===== config.mk =====
export PLATFORM = sky130hd
export DESIGN_NAME = instr_fetch_unit_flat
export DESIGN_NICKNAME = d
export VERILOG_FILES = /design/src/rtl/ifu_pkg.sv /design/src/rtl/instr_fetch_unit_if.sv /design/src/rtl/ifu_line_buf.sv /design/src/rtl/instr_fetch_unit.sv /design/src/flat_wrapper.sv
export SDC_FILE = /design/constraint.sdc
export NUM_CORES = 1
export LEC_CHECK = 0
export BUFFER_PORTS_ARGS = -buffer_cell sky130_fd_sc_hd__buf_2
export CAP_MARGIN = 20
export CORE_ASPECT_RATIO = 0.75
export CORE_MARGIN = 4
export CORE_UTILIZATION = 44
export DETAILED_ROUTE_END_ITERATION = 10
export GPL_ROUTABILITY_DRIVEN = 0
export HOLD_SLACK_MARGIN = 0.03
export PLACE_DENSITY = 0.79
export SLEW_MARGIN = 20
export SYNTH_ARGS = -nofsm -noshare
export SYNTH_HDL_FRONTEND = slang
export SYNTH_SLANG_ARGS = --single-unit

===== constraint.sdc =====
create_clock -name clk -period 6.5 [get_ports clk]
set_clock_uncertainty 0.2 [all_clocks]
set_input_delay 1.3 -clock clk [delete_from_list [all_inputs] [get_ports clk]]
set_output_delay 1.3 -clock clk [all_outputs]
set_load 0.05 [all_outputs]

===== src/rtl/ifu_pkg.sv =====
// ifu_pkg: shared types and constants for the instruction fetch unit.
package ifu_pkg;
    typedef enum logic [1:0] {IDLE, REFILL, FETCH} state_t;
    typedef logic [31:0] instr_t;
    localparam instr_t NOP = 32'h0000_0013;
    localparam instr_t LNOP = 32'h0000_0000;
endpackage


===== src/rtl/instr_fetch_unit_if.sv =====
// instr_fetch_unit_if: refill bus, redirect and decode handshake of the fetch unit.
interface instr_fetch_unit_if import ifu_pkg::*; #(
    parameter int ISSUE_W = 2,
    parameter int LINE_DEPTH = 16,
    parameter int ADDR_W = 16
);
    logic refill_req;
    logic [ADDR_W-$clog2(LINE_DEPTH)-1:0] refill_addr;
    logic refill_ack;
    instr_t [LINE_DEPTH-1:0] ins_line;
    logic redirect_valid;
    logic [ADDR_W-1:0] redirect_pc;
    logic out_valid;
    logic out_ready;
    instr_t [ISSUE_W-1:0] instr_out;
    logic [ISSUE_W-1:0] instr_vld;
    logic [ADDR_W-1:0] out_pc;
    modport master (
        output refill_req, refill_addr, out_valid, instr_out, instr_vld, out_pc,
        input refill_ack, ins_line, redirect_valid, redirect_pc, out_ready
    );
    modport slave (
        input refill_req, refill_addr, out_valid, instr_out, instr_vld, out_pc,
        output refill_ack, ins_line, redirect_valid, redirect_pc, out_ready
    );
endinterface


===== src/rtl/ifu_line_buf.sv =====
// ifu_line_buf: single tagged instruction line, whole-line write, aligned group read.
module ifu_line_buf import ifu_pkg::*; #(
    parameter int ISSUE_W = 2,
    parameter int LINE_DEPTH = 16,
    parameter int TAG_W = 12
) (
    input logic clk,
    input logic reset,
    input logic wr_en,
    input logic [TAG_W-1:0] wr_tag,
    input instr_t [LINE_DEPTH-1:0] wr_line,
    input logic [$clog2(LINE_DEPTH)-1:0] rd_off,
    output instr_t [ISSUE_W-1:0] rd_data,
    output logic [TAG_W-1:0] tag,
    output logic valid
);
    localparam int LW = $clog2(LINE_DEPTH);
    instr_t [LINE_DEPTH-1:0] mem;
    always_ff @(posedge clk or negedge reset)
        if (!reset) begin
            mem <= {LINE_DEPTH{NOP}};
            tag <= '0;
            valid <= 1'b0;
        end else if (wr_en) begin
            mem <= wr_line;
            tag <= wr_tag;
            valid <= 1'b1;
        end
    for (genvar i = 0; i < ISSUE_W; i++) begin : g_rd
        assign rd_data[i] = mem[rd_off + LW'(i)];
    end
endmodule


===== src/rtl/instr_fetch_unit.sv =====
// instr_fetch_unit: line-buffered fetch of ISSUE_W-wide groups with redirect and sequential refill.
// Optional perf counters when IFU_PERF_CNT_EN is defined.
module instr_fetch_unit import ifu_pkg::*; #(
    parameter int ISSUE_W = 2,
    parameter int LINE_DEPTH = 16,
    parameter int ADDR_W = 16
) (
    input logic clk,
    input logic reset,
    instr_fetch_unit_if.master bus
`ifdef IFU_PERF_CNT_EN
    ,
    output logic [31:0] fetch_cnt,
    output logic [31:0] stall_cnt,
    output logic [31:0] refill_cnt
`endif
);
    localparam int LW = $clog2(LINE_DEPTH);
    localparam int TW = ADDR_W - LW;
    localparam logic [ADDR_W-1:0] LANE_M = ADDR_W'(ISSUE_W - 1);
    state_t state, state_nx;
    logic [ADDR_W-1:0] pc, pc_nx, grp_pc, seq_pc, out_pc_nx;
    logic [TW-1:0] rf_addr, rf_addr_nx, buf_tag, tgt;
    logic buf_valid, load, fill, out_valid_nx;
    instr_t [ISSUE_W-1:0] grp, lane_ins, instr_nx;
    logic [ISSUE_W-1:0] lane_vld, vld_nx;
    assign grp_pc = pc & ~LANE_M;
    assign seq_pc = grp_pc + ADDR_W'(ISSUE_W);
    assign load = state == FETCH && !bus.redirect_valid && (!bus.out_valid || bus.out_ready);
    assign fill = state == REFILL && bus.refill_ack;
    assign bus.refill_req = state == REFILL;
    assign bus.refill_addr = rf_addr;
    ifu_line_buf #(.ISSUE_W(ISSUE_W), .LINE_DEPTH(LINE_DEPTH), .TAG_W(TW)) u_buf (
        .clk(clk), .reset(reset), .wr_en(fill), .wr_tag(rf_addr), .wr_line(bus.ins_line),
        .rd_off(grp_pc[LW-1:0]), .rd_data(grp), .tag(buf_tag), .valid(buf_valid)
    );
    // lanes below the entry point of a redirected group are masked to LNOP
    for (genvar i = 0; i < ISSUE_W; i++) begin : g_lane
        assign lane_vld[i] = ADDR_W'(i) >= (pc & LANE_M);
        assign lane_ins[i] = lane_vld[i] ? grp[i] : LNOP;
    end
    always_comb begin
        state_nx = state;
        pc_nx = pc;
        rf_addr_nx = rf_addr;
        out_valid_nx = bus.out_valid & ~bus.out_ready;
        out_pc_nx = bus.out_pc;
        instr_nx = bus.instr_out;
        vld_nx = bus.instr_vld;
        if (bus.redirect_valid) begin
            pc_nx = bus.redirect_pc;
            out_valid_nx = 1'b0;
        end else if (load) begin
            pc_nx = seq_pc;
            out_valid_nx = 1'b1;
            out_pc_nx = grp_pc;
            instr_nx = lane_ins;
            vld_nx = lane_vld;
        end
        tgt = pc_nx[ADDR_W-1:LW];
        // an outstanding refill always completes before the new target line is requested
        case (state)
            IDLE: begin
                state_nx = REFILL;
                rf_addr_nx = tgt;
            end
            REFILL: if (fill) begin
                state_nx = tgt == rf_addr ? FETCH : REFILL;
                rf_addr_nx = tgt;
            end
            FETCH: if (!(buf_valid && tgt == buf_tag)) begin
                state_nx = REFILL;
                rf_addr_nx = tgt;
            end
            default: state_nx = IDLE;
        endcase
    end
    always_ff @(posedge clk or negedge reset)
        if (!reset) begin
            state <= IDLE;
            pc <= '0;
            rf_addr <= '0;
            bus.out_valid <= 1'b0;
            bus.out_pc <= '0;
            bus.instr_out <= '0;
            bus.instr_vld <= '0;
        end else begin
            state <= state_nx;
            pc <= pc_nx;
            rf_addr <= rf_addr_nx;
            bus.out_valid <= out_valid_nx;
            bus.out_pc <= out_pc_nx;
            bus.instr_out <= instr_nx;
            bus.instr_vld <= vld_nx;
        end
`ifdef IFU_PERF_CNT_EN
    always_ff @(posedge clk or negedge reset)
        if (!reset) begin
            fetch_cnt <= '0;
            stall_cnt <= '0;
            refill_cnt <= '0;
        end else begin
            fetch_cnt <= fetch_cnt + 32'(bus.out_valid && bus.out_ready);
            stall_cnt <= stall_cnt + 32'(bus.out_valid && !bus.out_ready);
            refill_cnt <= refill_cnt + 32'(fill);
        end
`endif
endmodule

===== src/flat_wrapper.sv =====
// flat-port wrapper written by rule: the top's interface ports become plain ports
module instr_fetch_unit_flat import ifu_pkg::*;
#(
    parameter int ISSUE_W = 2,
    parameter int LINE_DEPTH = 16,
    parameter int ADDR_W = 16
)
  (clk, reset, bus_refill_req, bus_refill_addr, bus_out_valid, bus_instr_out, bus_instr_vld, bus_out_pc, bus_refill_ack, bus_ins_line, bus_redirect_valid, bus_redirect_pc, bus_out_ready);
  instr_fetch_unit_if #(.ISSUE_W(ISSUE_W), .LINE_DEPTH(LINE_DEPTH), .ADDR_W(ADDR_W)) bus_i ();
  input logic clk;
  input logic reset;
  output wire logic [$bits(bus_i.refill_req)-1:0] bus_refill_req;
  output wire logic [$bits(bus_i.refill_addr)-1:0] bus_refill_addr;
  output wire logic [$bits(bus_i.out_valid)-1:0] bus_out_valid;
  output wire logic [$bits(bus_i.instr_out)-1:0] bus_instr_out;
  output wire logic [$bits(bus_i.instr_vld)-1:0] bus_instr_vld;
  output wire logic [$bits(bus_i.out_pc)-1:0] bus_out_pc;
  input wire logic [$bits(bus_i.refill_ack)-1:0] bus_refill_ack;
  input wire logic [$bits(bus_i.ins_line)-1:0] bus_ins_line;
  input wire logic [$bits(bus_i.redirect_valid)-1:0] bus_redirect_valid;
  input wire logic [$bits(bus_i.redirect_pc)-1:0] bus_redirect_pc;
  input wire logic [$bits(bus_i.out_ready)-1:0] bus_out_ready;
  assign bus_refill_req = bus_i.refill_req;
  assign bus_refill_addr = bus_i.refill_addr;
  assign bus_out_valid = bus_i.out_valid;
  assign bus_instr_out = bus_i.instr_out;
  assign bus_instr_vld = bus_i.instr_vld;
  assign bus_out_pc = bus_i.out_pc;
  assign bus_i.refill_ack = bus_refill_ack;
  assign bus_i.ins_line = bus_ins_line;
  assign bus_i.redirect_valid = bus_redirect_valid;
  assign bus_i.redirect_pc = bus_redirect_pc;
  assign bus_i.out_ready = bus_out_ready;
  instr_fetch_unit #(.ISSUE_W(ISSUE_W), .LINE_DEPTH(LINE_DEPTH), .ADDR_W(ADDR_W)) u_core (.clk(clk), .reset(reset), .bus(bus_i));
endmodule

Word level (Yosys, flattened, before mapping)
Cells that the tools add are included.
Operators by class
  add/subtract/negate cells: 2
  magnitude comparators: 4
  equal/unequal tests: 6
  multiplexer cells: 17
  bitwise operators: 3
  reductions and logical operators: 13
Operators with widths (number)
  binary-select mux 32 bit (select 4 bit): 1
  two-way mux 32 bit: 4
  binary-select mux 32 bit (select 3 bit): 1
  one-hot mux 12 bit (3 select lines): 1
  two-way mux 16 bit: 2
  equality test 12 bit: 2
  two-way mux 12 bit: 2
  adder 16 x 2 -> 16 bit (second input constant): 1
  less-than comparator 4 x 5 -> 1 bit (second input constant): 2
  two-way mux 2 bit: 3
  one-hot mux 2 bit (3 select lines): 1
  adder 4 x 1 -> 4 bit (second input constant): 1
  logical AND 1 bit: 4
  AND reduction 2 bit: 2
  AND reduction 3 bit: 1
  nonzero test 3 bit: 1
  equality test 2 x 1 -> 1 bit (second input constant): 1
  equality test 2 bit (second input constant): 1
  >= comparator 1 bit (first input constant): 2
  zero test 1 bit: 2
  zero test 2 bit: 1
  two-way mux 1 bit: 2
  inequality test 2 x 1 -> 1 bit (second input constant): 1
  inequality test 2 bit (second input constant): 1
  other kinds (4): 5
Storage, ports and cells
  bits in registers: 637
  input port bits: 533
  word-level logic and storage cells: 72

Logic depth before layout (Yosys ltp)
Gate-level depths: netlist of the first run.
  word-level depth: 9
  mapped depth: 12
  mapped depth without buffers: 9

By module
Synthesis of the first run repeated with hierarchy kept, for this count alone.
Second synthesis, totals
  cells, all modules: 2320
  area, all modules: 32672.6 um2
Modules (own cells, without submodules)
  ifu_line_buf: times used 1, cells each 1701, area each 27054.7 um2, sequential area each 13197.7 um2
  instr_fetch_unit: times used 1, cells each 619, area each 5617.9 um2, sequential area each 2802.7 um2

Worst setup path before layout of the first run
No wires, ideal clock.
  kind: input -> register
  start: input bus_out_ready
  end: register u_core.rf_addr[10] (netlist: u_core.bus.refill_addr[10])
  arrival: 3488 ps
  required time: 6175 ps
  slack: 2687 ps
  stages on the path: 9
  path through: nand2b_1 and3_4 nand4_1 xnor2_1 a2111o_1 o41a_1 o21ai_4 buf_12 mux2_4
On the way
  word-level cells in the longest chain between the ends: 8
RTL lines
  start, declared: line flat_wrapper.sv:22  | input wire logic [$bits(bus_i.out_ready)-1:0] bus_out_ready;
  logical OR 1 bit (*): line instr_fetch_unit.sv:29  | assign load = state == FETCH && !bus.redirect_valid && (!bus.out_valid || bus.out_ready);
  logical AND 1 bit (*): line instr_fetch_unit.sv:29
  two-way mux 16 bit (*): line instr_fetch_unit.sv:53  | end else if (load) begin
  two-way mux 16 bit (*): line instr_fetch_unit.sv:50  | if (bus.redirect_valid) begin
  equality test 12 bit: line instr_fetch_unit.sv:71  | FETCH: if (!(buf_valid && tgt == buf_tag)) begin
  logical AND 1 bit: line instr_fetch_unit.sv:71
  inequality test 2 bit (no line)
  AND reduction 3 bit (no line)
  end signal, assigned: line instr_fetch_unit.sv:90  | rf_addr <= rf_addr_nx;
  end, declared: line instr_fetch_unit.sv:23  | logic [TW-1:0] rf_addr, rf_addr_nx, buf_tag, tgt;
Every way passes the cells marked *; elsewhere a longest branch is shown, timed or not. The select of a mux whose other input is x is not followed.
A chain may end at the register's enable or synchronous reset.

Worst setup path in the final report of the first run
  start: input bus_redirect_valid
  end: register u_core.rf_addr[11] (netlist: u_core.bus.refill_addr[11])
On the way
  word-level cells in the longest chain between the ends: 9
RTL lines
  start, declared: line flat_wrapper.sv:20  | input wire logic [$bits(bus_i.redirect_valid)-1:0] bus_redirect_valid;
  zero test 1 bit: line instr_fetch_unit.sv:29
  logical AND 1 bit (2 in a row): line instr_fetch_unit.sv:29
  two-way mux 16 bit: line instr_fetch_unit.sv:53
  two-way mux 16 bit (*): line instr_fetch_unit.sv:50
  equality test 12 bit: line instr_fetch_unit.sv:71
  logical AND 1 bit: line instr_fetch_unit.sv:71
  inequality test 2 bit (no line)
  AND reduction 3 bit (no line)
Marks and branches as above.

==> out/qor.txt, run 1 <==
crit path max fanout: 62
final setup TNS: 0 ns
highest cell delay on the worst timing path: 0.57 ns
layout cell share with drive strength beyond 1: 0.584
via count of the first global-routing pass: 20800
multiplexer fraction of the synthesized cell area: 0.340
Die Height: 228 um
fin area: 34500 um2
clk buf depth: 3
clock latency reported for the late side of the worst-skew pair: 0.62 ns
TritonCTS clock tree: built
initial core utilization: 0.445
final worst path period share: 0.712
post-CTS setup buffer count: 0
final number of max-transition violations: 0
maximum clock frequency: 216 MHz
data arrival time at the worst-slack endpoint: 4.91 ns
# H-tree levels: 2
worst setup path category: in -> reg
#FFs+latches synth: 637
horizontal die dimension: 301 um
Area growth, synth to finish: 21.5%
share of async-settable or async-resettable flops after synthesis: 1.00
Total Die Area: 68700 um2
origin of the critical flop-to-flop path: u_core.pc[3]
count of final setup violators: 0
start point of the worst min-delay path: u_core.bus.instr_out[13]
kind of start point of the critical path: input pin
Rows: 80
synthesized netlist net count: 2432
flop-to-flop setup slack: 2.29 ns
synthesized-area fraction occupied by ao, oa, aoi and oai cells: 0.0273
overall power consumption: 10.3 mW
Clock Sinks: 637
clock transition time at the flip-flop clock pins of the worst setup and hold paths: 0.06 ns
net total in the final layout: 3017
cells after synthesis: 1898
post-synthesis cell area: 28400 um2
max-capacitance violation count: 0
Port Buf Inserts: 627
antenna violations before repair: 51
Critical Path Slowest Stage Cell: sky130_fd_sc_hd__buf_2
final core utilization: 0.541
synthesized-area fraction occupied by xor and xnor cells: 0.0141
number of buffers added by the clock tree synthesis step: 61
num ports: 629
number of iterations in the first detailed-routing pass: 6
Data required, critical path: 6.79 ns
Area after DPL: 32400 um2
half-perimeter wire length after placement: 56100 um
post-cts resize count: 0
global-route total usage across every layer: 0.225
Worst Hold Depth: 2
sum of overflow across all layers after global routing: 0
path type of the worst min-delay path: reg -> reg
power density over the cells: 299 nW/um2
dominant combinational cell family by area after synthesis: multiplexers
number of flops mapped to enable cells by yosys: 0
post-layout minimum cycle time: 4.63 ns
Distinct cells, synth: 67
cts hold-fix bufs: 0
category of the worst setup path capture point: flop
CP Cell Sequence: buf_2, inv_2, nand3_4, buf_4, nor4_1, a21oi_1, o2111ai_1, o41a_1, o21ai_4, mux2_1
final hold violation count: 0
most common flop cell mapped by yosys: sky130_fd_sc_hd__dfrtp_1
run status: complete, no violations
depth of the most critical reg-to-reg path: 8
DRC violations left: 0
average via count per standard cell: 5.52
final wirelength: 78700 um
cell at the root of the clock tree: sky130_fd_sc_hd__clkbuf_16
worst slew slack as a fraction of its limit: 0.342
largest net degree at the start of global routing: 160
vias post-DR: 18900
average cell area after synthesis: 14.9 um2
setup repair after global routing missed its margin: false
transition time at the pin with the least slew margin: 0.987 ns
Synth warnings: 0
proportion of synthesized chip area in sequential cells: 0.564
detailed router's first-iteration violation count: 1324
static power due to leakage: 15.4 nW
arithmetic-cell share of the synthesized area counting full adders, half adders and majority gates: 0.000441
placeable core area: 63800 um2
post-synthesis share of cell area spent on and, or, nand and nor gates: 0.0342
routed length per instance: 22.9 um
Max IR drop VDD: 0.234 mV
number of nets still failing antenna checks after routing: 0
reg-to-reg endpoint: u_core.bus.refill_addr[11]
wire length of the first global-routing pass: 120000 um
total buffers and inverters traversed by the critical path: 3
tightest hold margin: 0.278 ns
dominant delay contributor by cell family on the critical path: buffers and inverters
end of the worst hold path: u_core.bus.instr_out[13]
final cells by class:
cell class                      count  area (um2)
Antenna cell                       39        97.6
Clock buffer                       91        1830
Clock inverter                     22         178
Fill cell                        5119       29300
Inverter                           13        48.8
Multi-Input combinational cell   1118       11800
Sequential cell                   637       16000
Tap cell                          861        1080
Timing Repair Buffer              652        3400
registers in the layout, summed over array words and instances (netlist names):
register	cells
u_core.state	2
u_core.bus.instr_vld	2
u_core.pc	16
u_core.u_buf.mem	512
u_core.bus.instr_out	64
u_core.u_buf.valid	1
u_core.u_buf.tag	12
u_core.bus.out_valid	1
u_core.bus.out_pc	15
u_core.bus.refill_addr	12
placed cells by master (no fill, tap or decap), types with 10 or more instances in the layout:
master                        n
sky130_fd_sc_hd__dfrtp_1    586
sky130_fd_sc_hd__mux4_2     128
sky130_fd_sc_hd__xnor2_1     27
sky130_fd_sc_hd__dfstp_2     48
sky130_fd_sc_hd__o21ai_0     86
sky130_fd_sc_hd__nor2_1      10
sky130_fd_sc_hd__inv_1       11
sky130_fd_sc_hd__mux2i_1     70
sky130_fd_sc_hd__buf_2      626
sky130_fd_sc_hd__xor2_1      16
sky130_fd_sc_hd__clkbuf_8    17
sky130_fd_sc_hd__clkbuf_16   62
sky130_fd_sc_hd__nand3_1     12
sky130_fd_sc_hd__clkbuf_1    12
sky130_fd_sc_hd__diode_2     39
sky130_fd_sc_hd__mux2_2     525
sky130_fd_sc_hd__nand2_1    136
sky130_fd_sc_hd__buf_4       20
sky130_fd_sc_hd__clkinv_2    14
worst max path at each step:
stage | start | end | slack [ns] | cells past startpoint
CTS | bus_redirect_valid | u_core.bus.refill_addr[11] | 2.01 | 10
floorplan | bus_out_ready | u_core.bus.refill_addr[10] | 2.69 | 9
global placement | bus_redirect_valid | u_core.bus.refill_addr[1] | 1.43 | 10
detailed placement | bus_redirect_valid | u_core.bus.refill_addr[11] | 1.37 | 10
finish | bus_redirect_valid | u_core.bus.refill_addr[11] | 1.87 | 10
global route | bus_redirect_valid | u_core.bus.refill_addr[11] | 1.72 | 10
per-layer routing:
layer / global-route usage / vias to the layer above / wire, um
met5: 0 / - / 153
met4: 0.0880 / 26 / 2860
met3: 0.0644 / 221 / 7040
met2: 0.362 / 822 / 37600
met1: 0.289 / 9706 / 31100
li1: - / 8161 / -
metrics by stage:
stage	std cells	setup WS [ns]
2_1_floorplan	1898	2.69
3_3_place_gp	3281	1.43
3_5_place_dp	3281	1.37
4_1_cts	3394	2.01
5_1_grt	3427	1.72
6_report	3433	1.87
worst register-to-register path, cell delays in order (launching register included):
cell and delay [ns]:
sky130_fd_sc_hd__dfrtp_4 0.88, sky130_fd_sc_hd__nand3_1 0.46, sky130_fd_sc_hd__o31a_1 0.39, sky130_fd_sc_hd__o31ai_2 0.47, sky130_fd_sc_hd__o221ai_1 0.17, sky130_fd_sc_hd__nor4b_1 0.32
sky130_fd_sc_hd__nand4_1 0.22, sky130_fd_sc_hd__o21ai_4 0.58, sky130_fd_sc_hd__mux2_1 0.40
synth_stat cells, drive strengths merged (8+ instances only):
| master | number | area [um2] |
|---|---|---|
| clkbuf | 103 | 387 |
| nor3 | 8 | 40.0 |
| nand2 | 138 | 521 |
| inv | 13 | 48.8 |
| mux2i | 70 | 701 |
| mux2 | 535 | 6050 |
| dfrtp | 589 | 14700 |
| mux4 | 128 | 2880 |
| xnor2 | 27 | 236 |
| xor2 | 16 | 140 |
| nor2 | 10 | 37.5 |
| dfstp | 48 | 1260 |
| buf | 27 | 143 |
| o21ai | 89 | 457 |
| nand3 | 13 | 70.1 |
report_power, final:
part / switching [mW] / internal, mW / total (mW)
Clock: 1.55 / 1.99 / 3.54
Combinational: 0.800 / 1.03 / 1.83
Sequential: 0.380 / 4.55 / 4.93
Total: 2.73 / 7.57 / 10.3
cells by family after synthesis:
kind of cell    count (synthesis)
mux                           733
xor+xnor                       44
flops                         637
fa+ha+maj                       1
compound gates                128
other cells                     1
simple gates                  211
buf+inv                       143
Note: power is estimated with default switching activity, not from simulation.
==> run 2, diff against run 1 <==
--- a/config.mk
+++ b/config.mk
@@ -13,7 +13,7 @@
 export DETAILED_ROUTE_END_ITERATION = 10
 export GPL_ROUTABILITY_DRIVEN = 0
 export HOLD_SLACK_MARGIN = 0.03
-export PLACE_DENSITY = 0.79
+export PLACE_DENSITY = 0.82
 export SLEW_MARGIN = 20
 export SYNTH_ARGS = -nofsm -noshare
 export SYNTH_HDL_FRONTEND = slang
==> constraint.sdc (replaced) <==
create_clock -name clk -period 3.9 [get_ports clk]
set_clock_uncertainty 0.2 [all_clocks]
set_input_delay 0.78 -clock clk [delete_from_list [all_inputs] [get_ports clk]]
set_output_delay 0.78 -clock clk [all_outputs]
set_load 0.05 [all_outputs]
==> run 2 against run 1 <==
Net effect:
- power increased by 72%
- global-route usage rose by 0.55 points
- combinational power grew 73%
- hold slack worse by 0.088 ns
- sequential share of layout area shrank 0.66 points
- clock power rose by 78%
- sequential cell count did not move
- largest power group unchanged
==> out/qor.txt, run 2 (synthesized netlist as in run 1, its figures left out) <==
most common cell after layout, fill and taps aside: sky130_fd_sc_hd__buf_2 (unchanged)
power density over the cells: 506 nW/um2 (was 299 nW/um2)
data arrival time at the worst-slack endpoint: 3.92 ns (was 4.91 ns)
dominant delay contributor by cell family on the critical path: compound AO/OA/AOI/OAI gates (was buffers and inverters)
CP Cell Sequence: nand3_1, o31a_1, o31ai_2, o221ai_1, nor4b_1, nand4_1, o21ai_4, buf_4, mux2_4 (was buf_2, inv_2, nand3_4, buf_4, nor4_1, a21oi_1, o2111ai_1, o41a_1, o21ai_4, mux2_1)
highest cell delay on the worst timing path: 0.55 ns (was 0.57 ns)
destination of the critical timing path: u_core.bus.refill_addr[6] (was u_core.bus.refill_addr[11])
initial core utilization: 0.445 (unchanged)
number of nets still failing antenna checks after routing: 0 (unchanged)
final hold violation count: 0 (unchanged)
total buffers and inverters traversed by the critical path: 1 (was 3)
Internal Dissipation: 13.1 mW (was 7.57 mW)
worst slew slack as a fraction of its limit: 0.357 (was 0.342)
kind of start point of the critical path: flop (was input pin)
fin area: 35000 um2 (was 34500 um2)
final number of max-transition violations: 0 (unchanged)
DRC violations left: 0 (unchanged)
setup repair after global routing missed its margin: false (unchanged)
category of the worst setup path capture point: flop (unchanged)
sum of overflow across all layers after global routing: 0 (unchanged)
vias post-DR: 19100 (was 18900)
number of buffers added by the clock tree synthesis step: 60 (was 61)
clock latency reported for the late side of the worst-skew pair: 0.61 ns (was 0.62 ns)
Max IR drop VDD: 0.397 mV (was 0.234 mV)
largest registers: u_core.u_buf.mem x512, u_core.bus.instr_out x64, u_core.pc x16 (unchanged)
post-layout minimum cycle time: 3.63 ns
count of final setup violators: 0 (unchanged)
clk buf depth: 3 (unchanged)
Die Height: 228 um (unchanged)
depth of the most critical reg-to-reg path: 9 (was 8)
static power due to leakage: 15.6 nW (was 15.4 nW)
Data required, critical path: 4.19 ns (was 6.79 ns)
number of iterations in the first detailed-routing pass: 6 (unchanged)
worst setup path startpoint: u_core.pc[3] (was bus_redirect_valid)
average via count per standard cell: 5.54 (was 5.52)
Critical Path Slowest Stage Cell: sky130_fd_sc_hd__nor4b_1 (was sky130_fd_sc_hd__buf_2)
path type of the worst min-delay path: in -> reg (was reg -> reg)
routed length per instance: 23.4 um (was 22.9 um)
FILL cells: 5056 (was 5119)
max-capacitance violation count: 0 (unchanged)
reg-to-reg endpoint: u_core.bus.refill_addr[6] (was u_core.bus.refill_addr[11])
Total Die Area: 68700 um2 (unchanged)
global-route total usage across every layer: 0.230 (was 0.225)
wire length of the first global-routing pass: 122000 um (was 120000 um)
proportion of total power due to net switching: 0.260 (was 0.265)
Reg power frac: 0.464 (was 0.479)
switching power summed over all nets: 4.60 mW (was 2.73 mW)
Area after DPL: 32700 um2 (was 32400 um2)
via count of the first global-routing pass: 20900 (was 20800)
clock share of power: 0.357 (was 0.343)
placeable core area: 63800 um2 (unchanged)
Port Buf Inserts: 627 (unchanged)
leading cell types in the layout, fill and taps excluded: sky130_fd_sc_hd__buf_2 (626), sky130_fd_sc_hd__dfrtp_1 (586), sky130_fd_sc_hd__mux2_2 (525) (unchanged)
final worst path period share: 0.932
max reg flops: 512 (unchanged)
detailed router's first-iteration violation count: 1278 (was 1324)
flop-to-flop setup slack: 0.27 ns (was 2.29 ns)
clock transition time at the flip-flop clock pins of the worst setup and hold paths: 0.07 ns (was 0.06 ns)
worst setup path category: reg -> reg (was in -> reg)
post-cts resize count: 0 (unchanged)
multi-input gate area in the final layout: 11800 um2 (about the same)
Rows: 80 (unchanged)
maximum clock frequency: 275 MHz
area taken by flip-flops and latches: 16000 um2 (unchanged)
horizontal die dimension: 301 um (unchanged)
net total in the final layout: 3046 (was 3017)
antenna violations before repair: 44 (was 51)
Clock Sinks: 637 (unchanged)
combinational share of power: 0.179 (was 0.178)
cell at the root of the clock tree: sky130_fd_sc_hd__clkbuf_16 (unchanged)
Top reg by flops: u_core.u_buf.mem (unchanged)
TritonCTS clock tree: built (unchanged)
largest net degree at the start of global routing: 115 (was 160)
Area growth, synth to finish: 23.2% (was 21.5%)
num ports: 629 (unchanged)
crit path max fanout: 9 (was 62)
# H-tree levels: 2 (unchanged)
final setup TNS: 0 ns (unchanged)
origin of the critical flop-to-flop path: u_core.pc[3] (unchanged)
transition time at the pin with the least slew margin: 0.964 ns (was 0.987 ns)
final wirelength: 80700 um (was 78700 um)
layout cell share with drive strength beyond 1: 0.589 (was 0.584)
run status: complete, no violations (unchanged)
instance count on the critical path: 9 (was 10)
half-perimeter wire length after placement: 58700 um (was 56100 um)
## run 2: layer usage
layer  GRT usage  wire, um
met4      0.0891      3130
met3      0.0662      7150
met1       0.290     31400
met5           0       143
met2       0.377     38900
## run 2: area by class of cell
class	instances	share of cell area
clock buffer	93	0.0531
timing repair buffer	682	0.108
tap	861	0.0308
sequential	637	0.458
clock inverter	19	0.00841
multi-input combinational	1118	0.338
inverter	13	0.00140
antenna	31	0.00222
## run 2: how the worst min path moves through the flow
stage | startpoint | end | slack [ns] | cells after the start
detailed placement | u_core.bus.instr_vld[0] | u_core.bus.instr_vld[0] | 0.26 | 2
global placement | u_core.bus.instr_vld[1] | u_core.bus.instr_vld[1] | 0.25 | 1
floorplan | u_core.u_buf.valid | u_core.u_buf.valid | 0.23 | 1
finish | bus_ins_line[403] | u_core.u_buf.mem[403] | 0.19 | 2
CTS | bus_ins_line[379] | u_core.u_buf.mem[379] | 0.13 | 2
global route | bus_ins_line[434] | u_core.u_buf.mem[434] | 0.15 | 2
## run 2: worst reg2reg max path: stages (launching register included)
cell and delay (ns):
sky130_fd_sc_hd__dfrtp_4 0.46, sky130_fd_sc_hd__nand3_1 0.35, sky130_fd_sc_hd__o31a_1 0.40, sky130_fd_sc_hd__o31ai_2 0.36, sky130_fd_sc_hd__o221ai_1 0.19, sky130_fd_sc_hd__nor4b_1 0.55, sky130_fd_sc_hd__nand4_1 0.27, sky130_fd_sc_hd__o21ai_4 0.23
sky130_fd_sc_hd__buf_4 0.20, sky130_fd_sc_hd__mux2_4 0.31
## run 2: through the flow
stage,total power [mW],cells,hold slack (ns),setup WS [ns],utilization
finish,17.7,3454,0.191,0.267,0.548
global route,18.4,3443,0.150,0.209,0.548
CTS,17.8,3423,0.134,0.465,0.547
detailed placement,11.5,3310,0.261,0.0938,0.513
global placement,11.2,3310,0.248,0.190,0.513
floorplan,10.2,1898,0.228,0.607,-
## run 2: timing repair
item	CTS	global route
hold buffers	1	0
hold endpoints to repair	55	0
buffers inserted	0	0
setup endpoints to repair	0	0
## run 2: power by group through the flow
stage,registers [mW],logic [mW],clock network [mW]
final,8.20,3.17,6.31
after global routing,8.28,3.42,6.73
after CTS,8.17,3.19,6.44
after detailed placement,8.29,3.17,0
after global placement,8.19,3.04,0
after floorplan,8.17,2.08,0
==> run 3, diff against run 2 <==
--- a/config.mk
+++ b/config.mk
@@ -12,6 +12,7 @@
 export CORE_UTILIZATION = 44
 export DETAILED_ROUTE_END_ITERATION = 10
 export GPL_ROUTABILITY_DRIVEN = 0
+export GPL_TIMING_DRIVEN = 0
 export HOLD_SLACK_MARGIN = 0.03
 export PLACE_DENSITY = 0.82
 export SLEW_MARGIN = 20
==> run 3 against run 2 <==
Net effect:
- die area is the same
- hold slack lost 0.017 ns
- setup slack lost 0.12 ns
- critical endpoint is now u_core.u_buf.mem[34]
- largest cell class unchanged
- highest routed layer unchanged
==> out/qor.txt, run 3 (synthesized netlist as in run 1, its figures left out) <==
clock latency reported for the late side of the worst-skew pair: 0.63 ns (was 0.61 ns)
half-perimeter wire length after placement: 71000 um (was 58700 um)
maximum clock frequency: 266 MHz (was 275 MHz)
transition time at the pin with the least slew margin: 1.08 ns (was 0.964 ns)
proportion of total power due to net switching: 0.276 (was 0.260)
clk buf depth: 3 (unchanged)
setup repair after global routing missed its margin: false (unchanged)
CP Cell Sequence: nor2b_1, nand2_1, clkbuf_1, clkbuf_1, clkbuf_1, mux2_2 (was nand3_1, o31a_1, o31ai_2, o221ai_1, nor4b_1, nand4_1, o21ai_4, buf_4, mux2_4)
depth of the most critical reg-to-reg path: 6 (was 9)
post-CTS setup buffer count: 0 (unchanged)
switching power summed over all nets: 4.82 mW (was 4.60 mW)
Area after DPL: 32800 um2 (was 32700 um2)
routed wire length on met3: 9950 um (was 7150 um)
Data required, critical path: 4.20 ns (was 4.19 ns)
Clock Sinks: 637 (unchanged)
power density over the cells: 500 nW/um2 (was 506 nW/um2)
path type of the worst min-delay path: in -> reg (unchanged)
# H-tree levels: 2 (unchanged)
Reg power frac: 0.468 (was 0.464)
Rows: 80 (unchanged)
tightest hold margin: 0.173 ns (was 0.191 ns)
Max IR drop VDD: 0.406 mV (was 0.397 mV)
sum of overflow across all layers after global routing: 0 (unchanged)
overall power consumption: 17.5 mW (was 17.7 mW)
origin of the critical flop-to-flop path: u_core.state[0] (was u_core.pc[3])
run status: complete, no violations (unchanged)
net total in the final layout: 3130 (was 3046)
category of the worst setup path capture point: flop (unchanged)
number of nets still failing antenna checks after routing: 0 (unchanged)
Critical Path Slowest Stage Cell: sky130_fd_sc_hd__clkbuf_1 (was sky130_fd_sc_hd__nor4b_1)
kind of start point of the critical path: flop (unchanged)
final setup TNS: 0 ns (unchanged)
flop-to-flop setup slack: 0.15 ns (was 0.27 ns)
static power due to leakage: 15.5 nW (was 15.6 nW)
routed length per instance: 26.7 um (was 23.4 um)
placeable core area: 63800 um2 (unchanged)
leading cell types in the layout, fill and taps excluded: sky130_fd_sc_hd__buf_2 (633), sky130_fd_sc_hd__dfrtp_1 (589), sky130_fd_sc_hd__mux2_2 (525) (was sky130_fd_sc_hd__buf_2 (626), sky130_fd_sc_hd__dfrtp_1 (586), sky130_fd_sc_hd__mux2_2 (525))
Total Die Area: 68700 um2 (unchanged)
worst slew slack as a fraction of its limit: 0.279 (was 0.357)
highest cell delay on the worst timing path: 0.76 ns (was 0.55 ns)
Port Buf Inserts: 627 (unchanged)
largest registers: u_core.u_buf.mem x512, u_core.bus.instr_out x64, u_core.pc x16 (unchanged)
final wirelength: 94700 um (was 80700 um)
Internal Dissipation: 12.6 mW (was 13.1 mW)
Area growth, synth to finish: 23.0% (was 23.2%)
data arrival time at the worst-slack endpoint: 4.05 ns (was 3.92 ns)
max reg flops: 512 (unchanged)
crit-path most repeated cell: sky130_fd_sc_hd__clkbuf_1
crit path max fanout: 10 (was 9)
worst setup path category: reg -> reg (unchanged)
max-capacitance violation count: 0 (unchanged)
fin area: 34900 um2 (was 35000 um2)
DRC violations left: 0 (unchanged)
largest net degree at the start of global routing: 107 (was 115)
vias post-DR: 20100 (was 19100)
met2 wirelength from detailed routing: 44900 um (was 38900 um)
detailed router's first-iteration violation count: 1630 (was 1278)
reg-to-reg endpoint: u_core.u_buf.mem[34] (was u_core.bus.refill_addr[6])
antenna violations before repair: 55 (was 44)
post-layout minimum cycle time: 3.75 ns (was 3.63 ns)
initial core utilization: 0.445 (unchanged)
clock transition time at the flip-flop clock pins of the worst setup and hold paths: 0.07 ns (about the same)
horizontal die dimension: 301 um (unchanged)
count of final setup violators: 0 (unchanged)
most common cell after layout, fill and taps aside: sky130_fd_sc_hd__buf_2 (unchanged)
Top reg by flops: u_core.u_buf.mem (unchanged)
num ports: 629 (unchanged)
length of routed wiring on met1: 36200 um (was 31400 um)
final hold violation count: 0 (unchanged)
layout cell share with drive strength beyond 1: 0.557 (was 0.589)
combinational share of power: 0.192 (was 0.179)
wire length of the first global-routing pass: 139000 um (was 122000 um)
clock share of power: 0.341 (was 0.357)
Die Height: 228 um (unchanged)
via count of the first global-routing pass: 22000 (was 20900)
Worst Hold Depth: 2 (unchanged)
global-route total usage across every layer: 0.272 (was 0.230)
end of the worst hold path: u_core.u_buf.mem[404] (was u_core.u_buf.mem[403])
start point of the worst min-delay path: bus_ins_line[404] (was bus_ins_line[403])
cell at the root of the clock tree: sky130_fd_sc_hd__clkbuf_16 (unchanged)
number of buffers added by the clock tree synthesis step: 61 (was 60)
TritonCTS clock tree: built (unchanged)
number of iterations in the first detailed-routing pass: 7 (was 6)
final worst path period share: 0.962 (was 0.932)
average via count per standard cell: 5.65 (was 5.54)
top routing layer in use: met5 (unchanged)
final number of max-transition violations: 0 (unchanged)
-- run 3: cell count changes in the layout (fill, tap and decap cells not counted), moves of 3 or more --
cell / previous run / this run
sky130_fd_sc_hd__dfrtp_1: 586 / 589
sky130_fd_sc_hd__buf_16: 0 / 6
sky130_fd_sc_hd__clkbuf_1: 12 / 110
sky130_fd_sc_hd__clkbuf_8: 19 / 11
sky130_fd_sc_hd__diode_2: 31 / 44
sky130_fd_sc_hd__clkinv_2: 7 / 14
sky130_fd_sc_hd__bufinv_16: 7 / 2
sky130_fd_sc_hd__buf_12: 17 / 1
sky130_fd_sc_hd__buf_2: 626 / 633
sky130_fd_sc_hd__dfrtp_4: 3 / 0
sky130_fd_sc_hd__buf_1: 0 / 13
sky130_fd_sc_hd__buf_4: 37 / 3
sky130_fd_sc_hd__clkbuf_2: 0 / 9
-- run 3: worst max path at each step --
stage / end / cells past startpoint / from
2_1_floorplan: u_core.bus.refill_addr[10] / 9 / bus_out_ready
3_3_place_gp: u_core.u_buf.mem[447] / 1 / reset
3_5_place_dp: u_core.u_buf.mem[46] / 6 / bus_refill_ack
4_1_cts: u_core.u_buf.mem[46] / 6 / u_core.state[0]
5_1_grt: u_core.u_buf.mem[91] / 6 / u_core.state[0]
6_report: u_core.u_buf.mem[34] / 6 / u_core.state[0]
-- run 3: power groups by stage --
stage	combinational (mW)	sequential [mW]	clock (mW)
2_1_floorplan	2.08	8.17	0
3_3_place_gp	3.20	8.16	0
3_5_place_dp	3.33	8.25	0
4_1_cts	3.36	8.13	6.04
5_1_grt	3.58	8.24	6.34
6_report	3.34	8.17	5.95
-- run 3: area by class of cell --
type / instances / area [um2]
diodes: 44 / 110
plain buffers: 130 / 543
clock buffers: 88 / 1780
clock inverters: 25 / 204
fillers: 5109 / 28900
inverters: 13 / 48.8
multi-input cells: 1118 / 11800
flip-flops and latches: 637 / 16000
well taps: 861 / 1080
repair buffers: 635 / 3330
-- run 3: worst max-delay path: cells and delay by family, from the launching register on --
kind                   cells  cell delay [ns]
buffers and inverters      3             2.17
multiplexers               1             0.42
flip-flops                 1             0.43
AND/OR/NAND/NOR            2             0.41
-- run 3: layer usage --
metal	global-route usage	vias to the layer above
li1	-	8399
met1	0.342	10400
met2	0.436	1047
met3	0.0902	233
met4	0.107	22
met5	0	-
-- run 3: what timing repair did --
item	CTS	global route
resized for setup	1	0
endpoints found under the hold margin	76	0
endpoints found under the setup margin	7	0
hold buffers	1	0
-- run 3: per-stage QoR --
| stage | utilization | std cells | setup slack (ns) |
|---|---|---|---|
| after floorplan | - | 1898 | 0.607 |
| after detailed placement | 0.514 | 3393 | -0.180 |
| final | 0.547 | 3551 | 0.147 |
| after global routing | 0.547 | 3541 | 0.0432 |
| after global placement | 0.511 | 3386 | -10.62 |
| after CTS | 0.545 | 3507 | 0.0873 |
